$ cat src/rtl/sht40_measure_sequencer.sv
// sht40_measure_sequencer: runs one SHT40 high-precision measurement (write 0xFD, wait, read 6 bytes)
// through the I2C byte engine. Build option: define SHT40_CRC_CHECK_EN to verify each word's CRC-8.
module sht40_measure_sequencer #(
  parameter logic [6:0]  DEV_ADDR    = 7'h44,
  parameter logic [7:0]  MEAS_CMD    = 8'hFD,
  parameter int unsigned WAIT_CYCLES = 100000,
  parameter int unsigned MAX_RETRY   = 2
) (
  input  logic        clk,
  input  logic        rst,
  input  logic        start,
  output logic        busy,
  output logic        done,
  output logic        nack_err,
  output logic        crc_err,
  output logic [15:0] temp_raw,
  output logic [15:0] rh_raw,
  output logic        i2c_cmd_valid,
  input  logic        i2c_cmd_ready,
  output logic [1:0]  i2c_cmd_op,
  output logic [7:0]  i2c_cmd_byte,
  output logic        i2c_cmd_ack,
  input  logic        i2c_rsp_valid,
  input  logic        i2c_rsp_nack,
  input  logic [7:0]  i2c_rsp_data
);
  localparam int WAIT_W  = (WAIT_CYCLES > 1) ? $clog2(WAIT_CYCLES) : 1;
  localparam int RETRY_W = (MAX_RETRY > 0) ? $clog2(MAX_RETRY + 1) : 1;

  localparam logic [1:0] OP_START_WR = 2'b00;
  localparam logic [1:0] OP_WR       = 2'b01;
  localparam logic [1:0] OP_RD       = 2'b10;
  localparam logic [1:0] OP_STOP     = 2'b11;

  typedef enum logic [3:0] {
    S_IDLE, S_W_ADDR, S_W_CMD, S_W_STOP, S_WAIT, S_R_ADDR,
    S_R_BYTE, S_R_STOP, S_E_STOP, S_CHECK, S_DONE
  } state_t;

  typedef struct packed {
    logic [1:0] op;
    logic [7:0] data;
    logic       ack;
  } cmd_t;

  function automatic cmd_t mk_cmd(input logic [1:0] op, input logic [7:0] data, input logic ack);
    return '{op: op, data: data, ack: ack};
  endfunction

  state_t             state;
  cmd_t               cmd;
  logic [WAIT_W-1:0]  wait_cnt;
  logic [RETRY_W-1:0] retry;
  logic [2:0]         byte_cnt;
  logic               cmd_nacked;
  logic [7:0]         rx [6];
  logic               rsp_fire;
  logic               crc_ok;

  assign i2c_cmd_op   = cmd.op;
  assign i2c_cmd_byte = cmd.data;
  assign i2c_cmd_ack  = cmd.ack;

  // A response is only meaningful once the op has left the request register.
  assign rsp_fire = i2c_rsp_valid && !i2c_cmd_valid;

`ifdef SHT40_CRC_CHECK_EN
  function automatic logic [7:0] crc8(input logic [15:0] word);
    logic [7:0] crc;
    // NOTE: blocking assignments are right here: these are function-local temporaries, not state.
    crc = 8'hFF;
    for (int i = 15; i >= 0; i--)
      crc = (crc[7] ^ word[i]) ? ({crc[6:0], 1'b0} ^ 8'h31) : {crc[6:0], 1'b0};
    return crc;
  endfunction

  assign crc_ok = (crc8({rx[0], rx[1]}) == rx[2]) && (crc8({rx[3], rx[4]}) == rx[5]);
`else
  assign crc_ok = 1'b1;
`endif

  // NOTE: the receive buffer is plain storage rewritten before every CHECK, so it carries no reset.
  always_ff @(posedge clk) begin
    if (state == S_R_BYTE && rsp_fire) rx[byte_cnt] <= i2c_rsp_data;
  end

  // NOTE: all state below uses non-blocking assignments so every register samples pre-edge values.
  always_ff @(posedge clk) begin
    if (rst) begin
      state         <= S_IDLE;
      busy          <= 1'b0;
      done          <= 1'b0;
      nack_err      <= 1'b0;
      crc_err       <= 1'b0;
      temp_raw      <= '0;
      rh_raw        <= '0;
      i2c_cmd_valid <= 1'b0;
      cmd           <= '0;
      wait_cnt      <= '0;
      retry         <= '0;
      byte_cnt      <= '0;
      cmd_nacked    <= 1'b0;
    end else begin
      done     <= 1'b0;
      nack_err <= 1'b0;
      crc_err  <= 1'b0;
      if (i2c_cmd_valid && i2c_cmd_ready) i2c_cmd_valid <= 1'b0;

      case (state)
        S_IDLE: if (start) begin
          busy          <= 1'b1;
          state         <= S_W_ADDR;
          cmd           <= mk_cmd(OP_START_WR, {DEV_ADDR, 1'b0}, 1'b0);
          i2c_cmd_valid <= 1'b1;
        end
        S_W_ADDR: if (rsp_fire) begin
          state         <= i2c_rsp_nack ? S_E_STOP : S_W_CMD;
          cmd           <= i2c_rsp_nack ? mk_cmd(OP_STOP, 8'h00, 1'b0) : mk_cmd(OP_WR, MEAS_CMD, 1'b0);
          i2c_cmd_valid <= 1'b1;
        end
        S_W_CMD: if (rsp_fire) begin
          // A rejected command is a sensor fault, not a bus collision: stop and report without retrying.
          cmd_nacked    <= i2c_rsp_nack;
          state         <= i2c_rsp_nack ? S_E_STOP : S_W_STOP;
          cmd           <= mk_cmd(OP_STOP, 8'h00, 1'b0);
          i2c_cmd_valid <= 1'b1;
        end
        S_W_STOP: if (rsp_fire) begin
          wait_cnt <= '0;
          state    <= S_WAIT;
        end
        S_WAIT: begin
          if (wait_cnt == WAIT_W'(WAIT_CYCLES - 1)) begin
            state         <= S_R_ADDR;
            cmd           <= mk_cmd(OP_START_WR, {DEV_ADDR, 1'b1}, 1'b0);
            i2c_cmd_valid <= 1'b1;
          end else begin
            wait_cnt <= wait_cnt + 1'b1;
          end
        end
        S_R_ADDR: if (rsp_fire) begin
          byte_cnt      <= '0;
          state         <= i2c_rsp_nack ? S_E_STOP : S_R_BYTE;
          cmd           <= i2c_rsp_nack ? mk_cmd(OP_STOP, 8'h00, 1'b0) : mk_cmd(OP_RD, 8'h00, 1'b1);
          i2c_cmd_valid <= 1'b1;
        end
        S_R_BYTE: if (rsp_fire) begin
          if (byte_cnt == 3'd5) begin
            state <= S_R_STOP;
            cmd   <= mk_cmd(OP_STOP, 8'h00, 1'b0);
          end else begin
            // The final byte is NACKed by the master to end the read burst.
            byte_cnt <= byte_cnt + 1'b1;
            cmd      <= mk_cmd(OP_RD, 8'h00, byte_cnt != 3'd4);
          end
          i2c_cmd_valid <= 1'b1;
        end
        S_R_STOP: if (rsp_fire) state <= S_CHECK;
        S_E_STOP: if (rsp_fire) begin
          if (cmd_nacked || retry == RETRY_W'(MAX_RETRY)) begin
            done     <= 1'b1;
            nack_err <= 1'b1;
            state    <= S_DONE;
          end else begin
            retry         <= retry + 1'b1;
            state         <= S_W_ADDR;
            cmd           <= mk_cmd(OP_START_WR, {DEV_ADDR, 1'b0}, 1'b0);
            i2c_cmd_valid <= 1'b1;
          end
        end
        S_CHECK: begin
          done    <= 1'b1;
          crc_err <= !crc_ok;
          if (crc_ok) begin
            temp_raw <= {rx[0], rx[1]};
            rh_raw   <= {rx[3], rx[4]};
          end
          state <= S_DONE;
        end
        S_DONE: begin
          busy       <= 1'b0;
          retry      <= '0;
          cmd_nacked <= 1'b0;
          state      <= S_IDLE;
        end
        default: state <= S_IDLE;
      endcase
    end
  end

endmodule

$ cat config.mk
export PLATFORM = sky130hd
export DESIGN_NAME = sht40_measure_sequencer
export DESIGN_NICKNAME = d
export VERILOG_FILES = /design/src/rtl/sht40_measure_sequencer.sv
export SDC_FILE = /design/constraint.sdc
export NUM_CORES = 1
export LEC_CHECK = 0
export ABC_AREA = 1
export BUFFER_PORTS_ARGS = -buffer_cell sky130_fd_sc_hd__buf_2
export CORE_MARGIN = 10
export CORE_UTILIZATION = 52
export CTS_CLUSTER_DIAMETER = 100
export DETAILED_ROUTE_END_ITERATION = 16
export PLACE_DENSITY = 0.76
export SLEW_MARGIN = 15
export SYNTH_ARGS = -nofsm -noshare
export SYNTH_HDL_FRONTEND = slang
export SYNTH_SLANG_ARGS = --single-unit
$ cat constraint.sdc
create_clock -name clk -period 1.9 [get_ports clk]
set_input_delay 0.19 -clock clk [delete_from_list [all_inputs] [get_ports clk]]
set_output_delay 0.19 -clock clk [all_outputs]
set_load 0.01 [all_outputs]
==> results.ini <==
[outcome]
outcome = finished clean

[critical_path]
reg2reg_from = state[2]
worstPathArrival_ns = 1.96
reg2reg_to = wait_cnt[0]
required_ns = 2.16
end_kind = register
worstRegToRegCells = 9
r2r_slack_ns = 0.20
worstSetupPathType = reg2reg
worstSetupStartpointType = register
worstPathMaxFanout = 15

[place]
gp_congestion = 0.914
port_buffers = 59
placed_cell_area_um2 = 4900
dp_hpwl_um = 7550
dpl.cell_count = 720

[layout]
drive_above_1_share_pct = 20.3
mostFrequentLayoutCells = nor2_1 (133), nand2_1 (112), dfxtp_1 (68)
stdcell_count = 736
fillers = 790
seq_area_um2 = 2340
area_delta_synth_final_pct = 12.6
nNetsFinal = 644
diodes = 0
layout_commonest_cell = nor2_1
multiInputGateArea_um2 = 1870
final_core_util_pct = 61.0
stdcell_area_um2 = 5090

[clock_tree]
clkSinkCount = 101
clock_latency_ns = 0.36
numCtsBuffers = 9
clkTransAtPathRegs_ns = 0.10
cts.path.max_buffers = 2
cts_tree = yes
ctsRootBufferMaster = clkbuf_8
cts_htree_levels = 3
cts_setup_buffers = 0

[routing]
drtIter0Drc = 219
via_per_inst = 5.23
num_vias = 3847
wire_per_inst_um = 13.9
finalWirelength_um = 10200
dr.pass1.iters = 5
drc = 0
final_antenna_net_count = 0

[timing]
relSlewSlack_pct = 65.3
fin_crit_sh_pct = 89.6
setup_viol = 0
worstMarginPinSlew_ns = 0.519
hold_viol_final = 0
max_freq_ghz = 0.587
post-route-min-period_ns = 1.70
slew_violations = 0
rsz0062_at_grt = false
hold_ws_ns = 0.0652
fin_skew_ns = 0.00887

[global_routing]
grtUsageTotal_pct = 16.1
antenna_found_initial = 0
grt_pass1_wl_um = 17300
overflow = 0
grt_max_degree = 34
grt_pass1_vias = 3745

[synthesis]
synth_area_um2 = 4520
ys_ff_latch = 101
avgSynthCellArea_um2 = 7.98
yosys_warnings = 0
synth.distinct_cells = 35
synthCells = 566
yosysSeqAreaShare_pct = 51.9

[min_path]
worstHoldPathCells = 1
holdPathEnd = rx[4][1]
hold_path.class = in2reg
hold_path.startpoint = i2c_rsp_data[1]

[floorplanning]
die_x_um = 113
io_pins = 62
die_area_um2 = 12800
die_h_um = 113
start_util_pct = 54.1
coreArea_um2 = 8340
rows = 33

[power]
p_leak_nw = 2.27
ir_worst_vdd_uv = 517
power.density_nw_per_um2 = 1100
power_mw = 5.60

[run]
maxCapViolCount = 0

what timing repair did:
item | in CTS | in global routing
hold buffers | 0 | 0
resized for setup | 0 | 1
endpoints found under the hold margin | 0 | 0
endpoints found under the setup margin | 0 | 16
routing by layer:
metal	routed length [um]	track usage [%]
met2	4760	26.3
met3	756	3.91
met4	234	7.61
met1	4480	19.4
met5	0	0
power breakdown:
part | internal (mW) | total, mW | switching, mW
clock | 0.503 | 1.28 | 0.779
combinational | 0.594 | 1.74 | 1.15
sequential | 2.43 | 2.57 | 0.143
worst max-delay path, cell delays in order, from the launching register on:
cell,delay [ns]
dfxtp_1,0.39
inv_2,0.09
nor2_4,0.15
nand2_2,0.18
inv_2,0.20
nand4_4,0.15
nand2_4,0.19
inv_2,0.09
nor2_1,0.10
nor2_1,0.06
cells by family after synthesis:
group / after synthesis / share of synthesized area, %
simple gates: 320 / 31.9
flops: 101 / 51.9
buf+inv: 71 / 6.82
compound gates: 65 / 7.48
xor+xnor: 4 / 0.776
fa+ha+maj: 4 / 1.11
other cells: 1 / 0.0830
cell type report:
class	count	share of cell area [%]
Timing Repair Buffer	69	7.28
Sequential cell	101	46.1
Inverter	50	3.69
Clock inverter	6	1.11
Clock buffer	10	2.51
Tap cell	105	2.58
Multi-Input combinational cell	395	36.8
registers in the layout, indices dropped and copies added (netlist names):
signal,flops
rx,32
wait_cnt,17
rh_raw,16
temp_raw,16
state,4
byte_cnt,3
i2c_cmd_byte,3
i2c_cmd_op,2
retry,2
busy,1
cmd_nacked,1
done,1
i2c_cmd_ack,1
i2c_cmd_valid,1
nack_err,1
synthesized netlist by cell type (all sizes together):
cell / count / area share, %
nor2: 145 / 13
conb: 1 / 0.083
xor2: 4 / 0.78
o22ai: 1 / 0.14
nand3: 23 / 3.0
nor3b: 1 / 0.28
nor3: 4 / 0.44
o21bai: 1 / 0.17
ha: 4 / 1.1
buf: 15 / 2.2
dfxtp: 69 / 31
a21oi: 20 / 2.2
clkinv: 3 / 0.25
a211oi: 2 / 0.33
edfxtp: 32 / 21
and2: 2 / 0.28
nor4: 4 / 0.55
o21ai: 40 / 4.4
clkbuf: 6 / 0.50
nand2: 121 / 11
or2: 5 / 0.69
nand4: 15 / 2.4
a31o: 1 / 0.19
inv: 47 / 3.9
metrics by stage:
stage          setup WS (ns)  setup TNS [ns]
5_1_grt               0.0303               0
3_3_place_gp           0.246               0
4_1_cts                0.199               0
6_report               0.197               0
2_1_floorplan         -0.124           -3.98
3_5_place_dp           0.216               0
worst max path at each step:
| stage | startpoint | slack, ns | end |
|---|---|---|---|
| final | state[2] | 0.20 | wait_cnt[0] |
| after global routing | state[2] | 0.03 | wait_cnt[1] |
| after CTS | state[2] | 0.20 | wait_cnt[0] |
| after detailed placement | state[2] | 0.22 | wait_cnt[0] |
| after global placement | state[1] | 0.25 | rx[3][5] |
| after floorplan | state[1] | -0.12 | rx[4][0] |
Note: power is estimated with default switching activity, not from simulation.
